### config.mk
export PLATFORM = sky130hd
export DESIGN_NAME = id_ex_stage_flat
export DESIGN_NICKNAME = d
export VERILOG_FILES = /design/src/rtl/id_ex_stage_pkg.sv /design/src/rtl/id_ex_stage_if.sv /design/src/rtl/id_ex_stage_hazard_detect.sv /design/src/rtl/id_ex_stage.sv /design/src/flat_wrapper.sv
export SDC_FILE = /design/constraint.sdc
export NUM_CORES = 1
export LEC_CHECK = 0
export CORE_UTILIZATION = 43
export CTS_BUF_LIST = sky130_fd_sc_hd__clkbuf_8
export CTS_CLUSTER_SIZE = 25
export DETAILED_ROUTE_END_ITERATION = 12
export PLACE_DENSITY = 0.95
export SLEW_MARGIN = 20
export SYNTH_ARGS = -nofsm -noshare
export SYNTH_HDL_FRONTEND = slang
export SYNTH_SLANG_ARGS = --single-unit
### constraint.sdc
create_clock -name clk_i -period 3.85 [get_ports clk_i]
set_input_delay 0.77 -clock clk_i [delete_from_list [all_inputs] [get_ports clk_i]]
set_output_delay 0.77 -clock clk_i [all_outputs]
set_load 0.005 [all_outputs]
### src/rtl/id_ex_stage_pkg.sv
// Shared pipeline types for the ID/EX slice: decoder control bundle, ALUOp codes, x0 index.
package ca_pipe_pkg;

  typedef struct packed {
    logic       Branch;
    logic       MemtoReg;
    logic [1:0] ALUOp;
    logic       MemWrite;
    logic       ALUSrc;
    logic       RegWrite;
  } ctrl_t;

  localparam ctrl_t CTRL_NOP = '0;

  localparam logic [1:0] ALUOP_ADD    = 2'b00;
  localparam logic [1:0] ALUOP_BRANCH = 2'b01;
  localparam logic [1:0] ALUOP_RTYPE  = 2'b10;
  localparam logic [1:0] ALUOP_ITYPE  = 2'b11;

  localparam logic [4:0] REG_X0 = 5'd0;

  // A live load that writes a register; the only producer a consumer in ID must wait for.
  function automatic logic is_reg_load(input ctrl_t c);
    return c.MemtoReg & c.RegWrite;
  endfunction

endpackage

### src/rtl/id_ex_stage_if.sv
// ID->EX bus: decoder/regfile fields in, registered EX fields out, plus stall/flush/hold.
// Counter signals exist only when ID_EX_PERF_CNT_EN is defined.
interface id_ex_if #(
  parameter int XLEN  = 32,
  parameter int CNT_W = 16
);

  logic            valid_i;
  logic            hold_i;
  logic            flush_i;
  logic            Branch_i;
  logic            MemtoReg_i;
  logic [1:0]      ALUOp_i;
  logic            MemWrite_i;
  logic            ALUSrc_i;
  logic            RegWrite_i;
  logic [XLEN-1:0] RS1data_i;
  logic [XLEN-1:0] RS2data_i;
  logic [XLEN-1:0] Imm_i;
  logic [9:0]      funct_i;
  logic [4:0]      RS1addr_i;
  logic [4:0]      RS2addr_i;
  logic [4:0]      RDaddr_i;

  logic            stall_o;
  logic            valid_o;
  logic            Branch_o;
  logic            MemtoReg_o;
  logic [1:0]      ALUOp_o;
  logic            MemWrite_o;
  logic            ALUSrc_o;
  logic            RegWrite_o;
  logic [XLEN-1:0] RS1data_o;
  logic [XLEN-1:0] RS2data_o;
  logic [XLEN-1:0] Imm_o;
  logic [9:0]      funct_o;
  logic [4:0]      RS1addr_o;
  logic [4:0]      RS2addr_o;
  logic [4:0]      RDaddr_o;
`ifdef ID_EX_PERF_CNT_EN
  logic [CNT_W-1:0] stall_cnt_o;
  logic [CNT_W-1:0] flush_cnt_o;
`endif

  if (CNT_W < 1) begin : g_bad_cnt_w
    $error("id_ex_if: CNT_W must be at least 1");
  end

  modport slave (
    input  valid_i, hold_i, flush_i,
    input  Branch_i, MemtoReg_i, ALUOp_i, MemWrite_i, ALUSrc_i, RegWrite_i,
    input  RS1data_i, RS2data_i, Imm_i, funct_i, RS1addr_i, RS2addr_i, RDaddr_i,
    output stall_o, valid_o,
    output Branch_o, MemtoReg_o, ALUOp_o, MemWrite_o, ALUSrc_o, RegWrite_o,
    output RS1data_o, RS2data_o, Imm_o, funct_o, RS1addr_o, RS2addr_o, RDaddr_o
`ifdef ID_EX_PERF_CNT_EN
    , output stall_cnt_o, flush_cnt_o
`endif
  );

  modport master (
    output valid_i, hold_i, flush_i,
    output Branch_i, MemtoReg_i, ALUOp_i, MemWrite_i, ALUSrc_i, RegWrite_i,
    output RS1data_i, RS2data_i, Imm_i, funct_i, RS1addr_i, RS2addr_i, RDaddr_i,
    input  stall_o, valid_o,
    input  Branch_o, MemtoReg_o, ALUOp_o, MemWrite_o, ALUSrc_o, RegWrite_o,
    input  RS1data_o, RS2data_o, Imm_o, funct_o, RS1addr_o, RS2addr_o, RDaddr_o
`ifdef ID_EX_PERF_CNT_EN
    , input stall_cnt_o, flush_cnt_o
`endif
  );

endinterface

### src/rtl/id_ex_stage_hazard_detect.sv
// Load-use comparator: the EX-stage load's rd against both ID source indices.
module hazard_detect
  import ca_pipe_pkg::*;
(
  input  logic       i_id_valid,
  input  logic [4:0] i_id_rs1,
  input  logic [4:0] i_id_rs2,
  input  logic       i_ex_valid,
  input  ctrl_t      i_ex_ctrl,
  input  logic [4:0] i_ex_rd,
  output logic       o_hazard
);

  logic w_rd_live;
  logic w_rd_match;

  // rs2 is compared even for I-type; a spurious stall there is harmless.
  assign w_rd_live  = i_ex_valid & is_reg_load(i_ex_ctrl) & (i_ex_rd != REG_X0);
  assign w_rd_match = (i_ex_rd == i_id_rs1) | (i_ex_rd == i_id_rs2);
  assign o_hazard   = i_id_valid & w_rd_live & w_rd_match;

endmodule

### src/rtl/id_ex_stage.sv
// ID/EX pipeline register with load-use stall/bubble and branch-flush kill.
// Define ID_EX_PERF_CNT_EN to add stall/flush event counters.
module id_ex_stage
  import ca_pipe_pkg::*;
#(
  parameter int XLEN  = 32,
  parameter int CNT_W = 16
) (
  input  logic clk_i,
  input  logic rst_i,
  id_ex_if.slave bus
);

  ctrl_t           r_ctrl;
  logic            r_valid;
  logic [XLEN-1:0] r_rs1data;
  logic [XLEN-1:0] r_rs2data;
  logic [XLEN-1:0] r_imm;
  logic [9:0]      r_funct;
  logic [4:0]      r_rs1addr;
  logic [4:0]      r_rs2addr;
  logic [4:0]      r_rdaddr;

  ctrl_t w_ctrl_in;
  ctrl_t w_ctrl_load;
  logic  w_hazard;
  logic  w_bubble;

  assign w_ctrl_in = '{
    Branch:   bus.Branch_i,
    MemtoReg: bus.MemtoReg_i,
    ALUOp:    bus.ALUOp_i,
    MemWrite: bus.MemWrite_i,
    ALUSrc:   bus.ALUSrc_i,
    RegWrite: bus.RegWrite_i
  };
  assign w_ctrl_load = bus.valid_i ? w_ctrl_in : CTRL_NOP;

  hazard_detect u_hazard (
    .i_id_valid (bus.valid_i),
    .i_id_rs1   (bus.RS1addr_i),
    .i_id_rs2   (bus.RS2addr_i),
    .i_ex_valid (r_valid),
    .i_ex_ctrl  (r_ctrl),
    .i_ex_rd    (r_rdaddr),
    .o_hazard   (w_hazard)
  );

  // A flushed ID instruction is wrong-path, so it must not freeze the front end.
  assign bus.stall_o = w_hazard & ~bus.flush_i & ~rst_i;
  assign w_bubble    = bus.flush_i | w_hazard;

  always_ff @(posedge clk_i) begin
    if (rst_i) begin
      r_valid   <= 1'b0;
      r_ctrl    <= CTRL_NOP;
      r_rs1data <= '0;
      r_rs2data <= '0;
      r_imm     <= '0;
      r_funct   <= '0;
      r_rs1addr <= '0;
      r_rs2addr <= '0;
      r_rdaddr  <= '0;
    end else if (!bus.hold_i) begin
      if (w_bubble) begin
        r_valid <= 1'b0;
        r_ctrl  <= CTRL_NOP;
      end else begin
        r_valid <= bus.valid_i;
        r_ctrl  <= w_ctrl_load;
      end
      // Data fields are don't-care under a bubble, so they always follow ID.
      r_rs1data <= bus.RS1data_i;
      r_rs2data <= bus.RS2data_i;
      r_imm     <= bus.Imm_i;
      r_funct   <= bus.funct_i;
      r_rs1addr <= bus.RS1addr_i;
      r_rs2addr <= bus.RS2addr_i;
      r_rdaddr  <= bus.RDaddr_i;
    end
  end

  assign bus.valid_o    = r_valid;
  assign bus.Branch_o   = r_ctrl.Branch;
  assign bus.MemtoReg_o = r_ctrl.MemtoReg;
  assign bus.ALUOp_o    = r_ctrl.ALUOp;
  assign bus.MemWrite_o = r_ctrl.MemWrite;
  assign bus.ALUSrc_o   = r_ctrl.ALUSrc;
  assign bus.RegWrite_o = r_ctrl.RegWrite;
  assign bus.RS1data_o  = r_rs1data;
  assign bus.RS2data_o  = r_rs2data;
  assign bus.Imm_o      = r_imm;
  assign bus.funct_o    = r_funct;
  assign bus.RS1addr_o  = r_rs1addr;
  assign bus.RS2addr_o  = r_rs2addr;
  assign bus.RDaddr_o   = r_rdaddr;

  if (CNT_W < 1) begin : g_bad_cnt_w
    $error("id_ex_stage: CNT_W must be at least 1");
  end

`ifdef ID_EX_PERF_CNT_EN
  logic [CNT_W-1:0] r_stall_cnt;
  logic [CNT_W-1:0] r_flush_cnt;

  // Counters wrap naturally at 2^CNT_W.
  always_ff @(posedge clk_i) begin
    if (rst_i) begin
      r_stall_cnt <= '0;
      r_flush_cnt <= '0;
    end else if (!bus.hold_i) begin
      if (w_hazard && !bus.flush_i) r_stall_cnt <= r_stall_cnt + CNT_W'(1);
      if (bus.flush_i && bus.valid_i) r_flush_cnt <= r_flush_cnt + CNT_W'(1);
    end
  end

  assign bus.stall_cnt_o = r_stall_cnt;
  assign bus.flush_cnt_o = r_flush_cnt;
`endif

endmodule

### src/flat_wrapper.sv
// flat-port wrapper written by rule: the top's interface ports become plain ports
module id_ex_stage_flat import ca_pipe_pkg::*;
#(
  parameter int XLEN  = 32,
  parameter int CNT_W = 16
)
  (clk_i, rst_i, bus_valid_i, bus_hold_i, bus_flush_i, bus_Branch_i, bus_MemtoReg_i, bus_ALUOp_i, bus_MemWrite_i, bus_ALUSrc_i, bus_RegWrite_i, bus_RS1data_i, bus_RS2data_i, bus_Imm_i, bus_funct_i, bus_RS1addr_i, bus_RS2addr_i, bus_RDaddr_i, bus_stall_o, bus_valid_o, bus_Branch_o, bus_MemtoReg_o, bus_ALUOp_o, bus_MemWrite_o, bus_ALUSrc_o, bus_RegWrite_o, bus_RS1data_o, bus_RS2data_o, bus_Imm_o, bus_funct_o, bus_RS1addr_o, bus_RS2addr_o, bus_RDaddr_o);
  id_ex_if #(.XLEN(XLEN), .CNT_W(CNT_W)) bus_i ();
  input  logic clk_i;
  input  logic rst_i;
  input wire logic [$bits(bus_i.valid_i)-1:0] bus_valid_i;
  input wire logic [$bits(bus_i.hold_i)-1:0] bus_hold_i;
  input wire logic [$bits(bus_i.flush_i)-1:0] bus_flush_i;
  input wire logic [$bits(bus_i.Branch_i)-1:0] bus_Branch_i;
  input wire logic [$bits(bus_i.MemtoReg_i)-1:0] bus_MemtoReg_i;
  input wire logic [$bits(bus_i.ALUOp_i)-1:0] bus_ALUOp_i;
  input wire logic [$bits(bus_i.MemWrite_i)-1:0] bus_MemWrite_i;
  input wire logic [$bits(bus_i.ALUSrc_i)-1:0] bus_ALUSrc_i;
  input wire logic [$bits(bus_i.RegWrite_i)-1:0] bus_RegWrite_i;
  input wire logic [$bits(bus_i.RS1data_i)-1:0] bus_RS1data_i;
  input wire logic [$bits(bus_i.RS2data_i)-1:0] bus_RS2data_i;
  input wire logic [$bits(bus_i.Imm_i)-1:0] bus_Imm_i;
  input wire logic [$bits(bus_i.funct_i)-1:0] bus_funct_i;
  input wire logic [$bits(bus_i.RS1addr_i)-1:0] bus_RS1addr_i;
  input wire logic [$bits(bus_i.RS2addr_i)-1:0] bus_RS2addr_i;
  input wire logic [$bits(bus_i.RDaddr_i)-1:0] bus_RDaddr_i;
  output wire logic [$bits(bus_i.stall_o)-1:0] bus_stall_o;
  output wire logic [$bits(bus_i.valid_o)-1:0] bus_valid_o;
  output wire logic [$bits(bus_i.Branch_o)-1:0] bus_Branch_o;
  output wire logic [$bits(bus_i.MemtoReg_o)-1:0] bus_MemtoReg_o;
  output wire logic [$bits(bus_i.ALUOp_o)-1:0] bus_ALUOp_o;
  output wire logic [$bits(bus_i.MemWrite_o)-1:0] bus_MemWrite_o;
  output wire logic [$bits(bus_i.ALUSrc_o)-1:0] bus_ALUSrc_o;
  output wire logic [$bits(bus_i.RegWrite_o)-1:0] bus_RegWrite_o;
  output wire logic [$bits(bus_i.RS1data_o)-1:0] bus_RS1data_o;
  output wire logic [$bits(bus_i.RS2data_o)-1:0] bus_RS2data_o;
  output wire logic [$bits(bus_i.Imm_o)-1:0] bus_Imm_o;
  output wire logic [$bits(bus_i.funct_o)-1:0] bus_funct_o;
  output wire logic [$bits(bus_i.RS1addr_o)-1:0] bus_RS1addr_o;
  output wire logic [$bits(bus_i.RS2addr_o)-1:0] bus_RS2addr_o;
  output wire logic [$bits(bus_i.RDaddr_o)-1:0] bus_RDaddr_o;
  assign bus_i.valid_i = bus_valid_i;
  assign bus_i.hold_i = bus_hold_i;
  assign bus_i.flush_i = bus_flush_i;
  assign bus_i.Branch_i = bus_Branch_i;
  assign bus_i.MemtoReg_i = bus_MemtoReg_i;
  assign bus_i.ALUOp_i = bus_ALUOp_i;
  assign bus_i.MemWrite_i = bus_MemWrite_i;
  assign bus_i.ALUSrc_i = bus_ALUSrc_i;
  assign bus_i.RegWrite_i = bus_RegWrite_i;
  assign bus_i.RS1data_i = bus_RS1data_i;
  assign bus_i.RS2data_i = bus_RS2data_i;
  assign bus_i.Imm_i = bus_Imm_i;
  assign bus_i.funct_i = bus_funct_i;
  assign bus_i.RS1addr_i = bus_RS1addr_i;
  assign bus_i.RS2addr_i = bus_RS2addr_i;
  assign bus_i.RDaddr_i = bus_RDaddr_i;
  assign bus_stall_o = bus_i.stall_o;
  assign bus_valid_o = bus_i.valid_o;
  assign bus_Branch_o = bus_i.Branch_o;
  assign bus_MemtoReg_o = bus_i.MemtoReg_o;
  assign bus_ALUOp_o = bus_i.ALUOp_o;
  assign bus_MemWrite_o = bus_i.MemWrite_o;
  assign bus_ALUSrc_o = bus_i.ALUSrc_o;
  assign bus_RegWrite_o = bus_i.RegWrite_o;
  assign bus_RS1data_o = bus_i.RS1data_o;
  assign bus_RS2data_o = bus_i.RS2data_o;
  assign bus_Imm_o = bus_i.Imm_o;
  assign bus_funct_o = bus_i.funct_o;
  assign bus_RS1addr_o = bus_i.RS1addr_o;
  assign bus_RS2addr_o = bus_i.RS2addr_o;
  assign bus_RDaddr_o = bus_i.RDaddr_o;
  id_ex_stage #(.XLEN(XLEN), .CNT_W(CNT_W)) u_core (.clk_i(clk_i), .rst_i(rst_i), .bus(bus_i));
endmodule
* After elaboration in Yosys (flattened, before gate mapping)
Index checks and enable logic that the tools add are counted.
** Cells by class
- Eq/ne operators :: 2
- Multiplexer cells :: 3
- Bitwise logic cells :: 11
- Reductions and logical operators :: 1
** Operators with widths (count)
- 2-to-1 mux 7 bit :: 2
- equality test 5 bit :: 2
- AND 1 bit :: 7
- nonzero test 5 bit :: 1
- NOT 1 bit :: 2
- OR 1 bit :: 2
- 2-to-1 mux 1 bit :: 1
** Word-level totals
- Bits in registers :: 129
- Input bits :: 133
- Output and inout bits :: 130

* Longest topological paths before layout
- Depth in word-level cells :: 7
- Depth in mapped cells :: 5

* Hierarchy
From an unflattened synthesis, not the netlist that was laid out.
** Unflattened totals
- Cell total of the unflattened synthesis :: 438
- Area, all modules :: 4842.1 sq um
** Modules (own cells, without submodules)
- id_ex_stage :: times used 1, cells an instance 420, area an instance 4704.5 sq um
- hazard_detect :: times used 1, cells an instance 18, area an instance 137.6 sq um

* Least setup slack after synthesis
Ideal clock, no wire load.
- Kind :: input to output
- Start point :: input port bus_RS1addr_i[4]
- End point :: output port bus_stall_o
- Arrival time :: 1570 ps
- Data required time :: 3080 ps
- Setup slack :: 1510 ps
- Cell stages on the path :: 4
- Path buffers :: 0
- Cell sequence :: xnor2_1 > nand3_1 > o22ai_2 > nor4b_1
** On the way
- Word-level cells in the longest chain between the ends :: 5
** Ends and longest elaborated chain
- start: declaration :: line flat_wrapper.sv:24 : input wire logic [$bits(bus_i.RS1addr_i)-1:0] bus_RS1addr_i;
- equality test 5 bit :: line id_ex_stage_hazard_detect.sv:19 : assign w_rd_match = (i_ex_rd == i_id_rs1) | (i_ex_rd == i_id_rs2);
- OR 1 bit :: line id_ex_stage_hazard_detect.sv:19
- AND 1 bit :: line id_ex_stage_hazard_detect.sv:20 : assign o_hazard = i_id_valid & w_rd_live & w_rd_match;
- AND 1 bit (2 in a row) :: line id_ex_stage.sv:50 : assign bus.stall_o = w_hazard & ~bus.flush_i & ~rst_i;
- end: declaration :: line flat_wrapper.sv:27 : output wire logic [$bits(bus_i.stall_o)-1:0] bus_stall_o;
No other way between the ends.

* Final worst setup path
- Start point :: input port bus_RS2addr_i[4]
- End point :: output port bus_stall_o
** On the way
- Word-level cells in the longest chain between the ends :: 5
** Ends and longest elaborated chain
- start: declaration :: line flat_wrapper.sv:25 : input wire logic [$bits(bus_i.RS2addr_i)-1:0] bus_RS2addr_i;
- equality test 5 bit :: line id_ex_stage_hazard_detect.sv:19
- OR 1 bit :: line id_ex_stage_hazard_detect.sv:19
- AND 1 bit :: line id_ex_stage_hazard_detect.sv:20
- AND 1 bit (2 in a row) :: line id_ex_stage.sv:50
No other way between the ends.

==> flow_summary.ini <==
[min_path]
hold_class = register to register
min_to = u_core.bus.ALUOp_o[0]$_SDFFE_PP0N_
hold_start = u_core.bus.ALUOp_o[0]$_SDFFE_PP0N_
hold_depth = 2

[clock_network]
cts_made_buffers = 17
clkTransAtPathRegs_ps = 70
cts_resized = 0
cts.sinks = 129
post_cts_buffers = 0
cts_tree = yes
clock_latency_ps = 420
htree_levels = 4
hold_buffers = 0
root_buffer = clkbuf_8
cts_buffer_depth = 2

[synthesis]
syn-mean-instance-area_sq_um = 10.6
syn_inst = 446
yosys_warnings = 0
syn_nets = 579
ys_ff_latch = 129
syn-cell-area_sq_mm = 0.00471
yosysUniqueCellTypes = 20
async_flop_share = 0
ys_seq_area_frac = 0.548
ys.flop_type = dfxtp_1
synth-edff-count = 0

[drt]
drc = 0
drt-initial-drc-count = 211
viasPerCell = 4.92
wirelength_mm = 14.3
drtPass1Iterations = 4
ant_nets = 0
post_drt_wl_per_cell_um = 16.9
via_count = 4173

[grt]
grt_overflow_total = 0
track_usage = 0.249
grt_pass1_vias = 4412
grt_antenna_before_repair = 0
grt_pass1_wl_mm = 21.8
grt_max_degree = 71

[pwr]
internal_power_w = 0.00220
total_power_w = 0.00292
pwr-share-comb = 0.175
swShare = 0.247
powerDensity_mw_per_mm2 = 379
pwr-share-clk = 0.324
peakVddDrop_uv = 291
power.switching_w = 0.000722
seq_power_share = 0.501
p_leak_nw = 3.26

[setup_path]
cp-start-kind = input port
timing.rr.end = u_core.bus.MemWrite_o$_SDFFE_PP0N_
critPathArrivalTime_ps = 2640
rr_worst_depth = 4
cp_top_family = buffers and inverters
worstPathMaxFanout = 2
path_cells = clkdlybuf4s50_1 > xnor2_1 > nand3_1 > o22ai_2 > nor4b_1 > clkdlybuf4s50_1
end_kind = primary output
crit_required_ps = 3080
r2r_setup_slack_ps = 2290
timing.rr.start = u_core.bus.RDaddr_o[1]$_SDFFE_PP0N_
crit_path_top_delay_cell = clkdlybuf4s50_1
worst_path_most_repeated_cell = clkdlybuf4s50_1
cp_slowest_stage_delay_ps = 570
crit_type = input port to primary output
crit_buf_inv = 2

[floorplanning]
core_sq_mm = 0.0105
die_w_um = 107
fp.dieH_um = 107
io_pins = 263
start_util = 0.450
die-area_sq_mm = 0.0114
num_rows = 37

[sta]
skew_ps = 5.83
rsz0062_at_grt = false
fin_crit_sh = 0.887
fmax_mhz = 293
setup_ws_ps = 436
drv_slew = 0
hold_viol_final = 0
fin_setup_tns_ps = 0
setup-violations-final = 0
timing.hold.ws_ps = 486
relSlewSlack = 0.489
period_needed_ps = 3410
tightest_slew_ps = 764

[cells_and_area]
fin_nets = 834
fin_cells = 848
fill_cells = 744
area_growth_pct = 63.7
seqCellArea_sq_mm = 0.00258
mostFrequentLayoutCell = clkdlybuf4s50_1
final_cell_mix = clkdlybuf4s50_1 (260), dfxtp_1 (129), mux2i_1 (121), nor2_1 (121), clkbuf_8 (19)
layout-drive-gt1-share = 0.0506
insertedDiodeCount = 0
multi_input_area_sq_mm = 0.00199

[place]
gp_congestion = 0.836
io_buffers = 262
hpwlAfterDp_mm = 10.6
dp.cells = 818
place_ws_ps = 436

[outcome]
outcome = complete, no violations

[run]
cap_violations = 0
[synthesized netlist by cell type, types with 2 or more instances]
cell,number,area share
nand2_1,9,0.0072
buf_2,16,0.017
xnor2_1,10,0.019
a32oi_1,7,0.013
buf_1,3,0.0024
dfxtp_1,129,0.55
o21ai_0,8,0.0085
nor2_1,121,0.096
mux2i_1,121,0.26
clkbuf_1,11,0.0088
nand3_1,2,0.0021
[per-stage QoR]
step	utilization	cell area, sq um
2_1_floorplan	-	4710
3_3_place_gp	0.707	7400
3_5_place_dp	0.707	7400
4_1_cts	0.737	7710
5_1_grt	0.737	7710
6_report	0.737	7710
[power by group through the flow]
stage               registers [W]  clock network [W]  logic, W
floorplan                 0.00149                  0  0.000175
global placement          0.00149                  0  0.000496
detailed placement        0.00149                  0  0.000511
CTS                       0.00146           0.000968  0.000516
global route              0.00147            0.00102  0.000547
finish                    0.00146           0.000947  0.000512
[worst reg2reg max path, stage by stage (launching register included)]
cell and delay (ps):
dfxtp_1 370, or4_4 560, o21ai_4 280, a32oi_1 150, o21ai_0 120
[flip-flops by register name, indices dropped and copies added (netlist names)]
signal / count
u_core.bus.Branch_o: 1
u_core.bus.RS2data_o: 32
u_core.bus.RS1addr_o: 5
u_core.bus.RDaddr_o: 5
u_core.bus.Imm_o: 32
u_core.bus.RS2addr_o: 5
u_core.bus.ALUOp_o: 2
u_core.bus.MemWrite_o: 1
u_core.bus.funct_o: 10
u_core.bus.RS1data_o: 32
u_core.bus.ALUSrc_o: 1
u_core.bus.valid_o: 1
u_core.bus.MemtoReg_o: 1
u_core.bus.RegWrite_o: 1
[worst max-delay path by stage]
stage                           from  depth (start not counted)     endpoint  slack [ps]
floorplan           bus_RS1addr_i[4]                          4  bus_stall_o        1510
global placement    bus_RS1addr_i[4]                          6  bus_stall_o         540
detailed placement  bus_RS2addr_i[4]                          6  bus_stall_o         440
CTS                 bus_RS2addr_i[4]                          6  bus_stall_o         430
global route        bus_RS2addr_i[4]                          6  bus_stall_o         400
finish              bus_RS2addr_i[4]                          6  bus_stall_o         440
[cell families after synthesis]
kind of cell,synth area share
compound gates,0.0292
xor+xnor,0.0186
buf+inv,0.0289
flops,0.548
mux,0.257
simple gates,0.118
[cell type report]
type                       count  area share
clock inverter                11     0.00681
sequential                   129       0.335
multi-input combinational    286       0.258
tap                          136      0.0221
inverter                       1    0.000487
timing repair buffer         266       0.344
clock buffer                  19      0.0339
[layer usage]
layer | routed length [um] | vias up | track usage
li1 | - | 2004 | -
met1 | 5160 | 1949 | 0.245
met2 | 7730 | 196 | 0.465
met3 | 1110 | 24 | 0.0833
met4 | 320 | 0 | 0.119
met5 | 0 | - | 0
(Power assumes the default switching activity.)
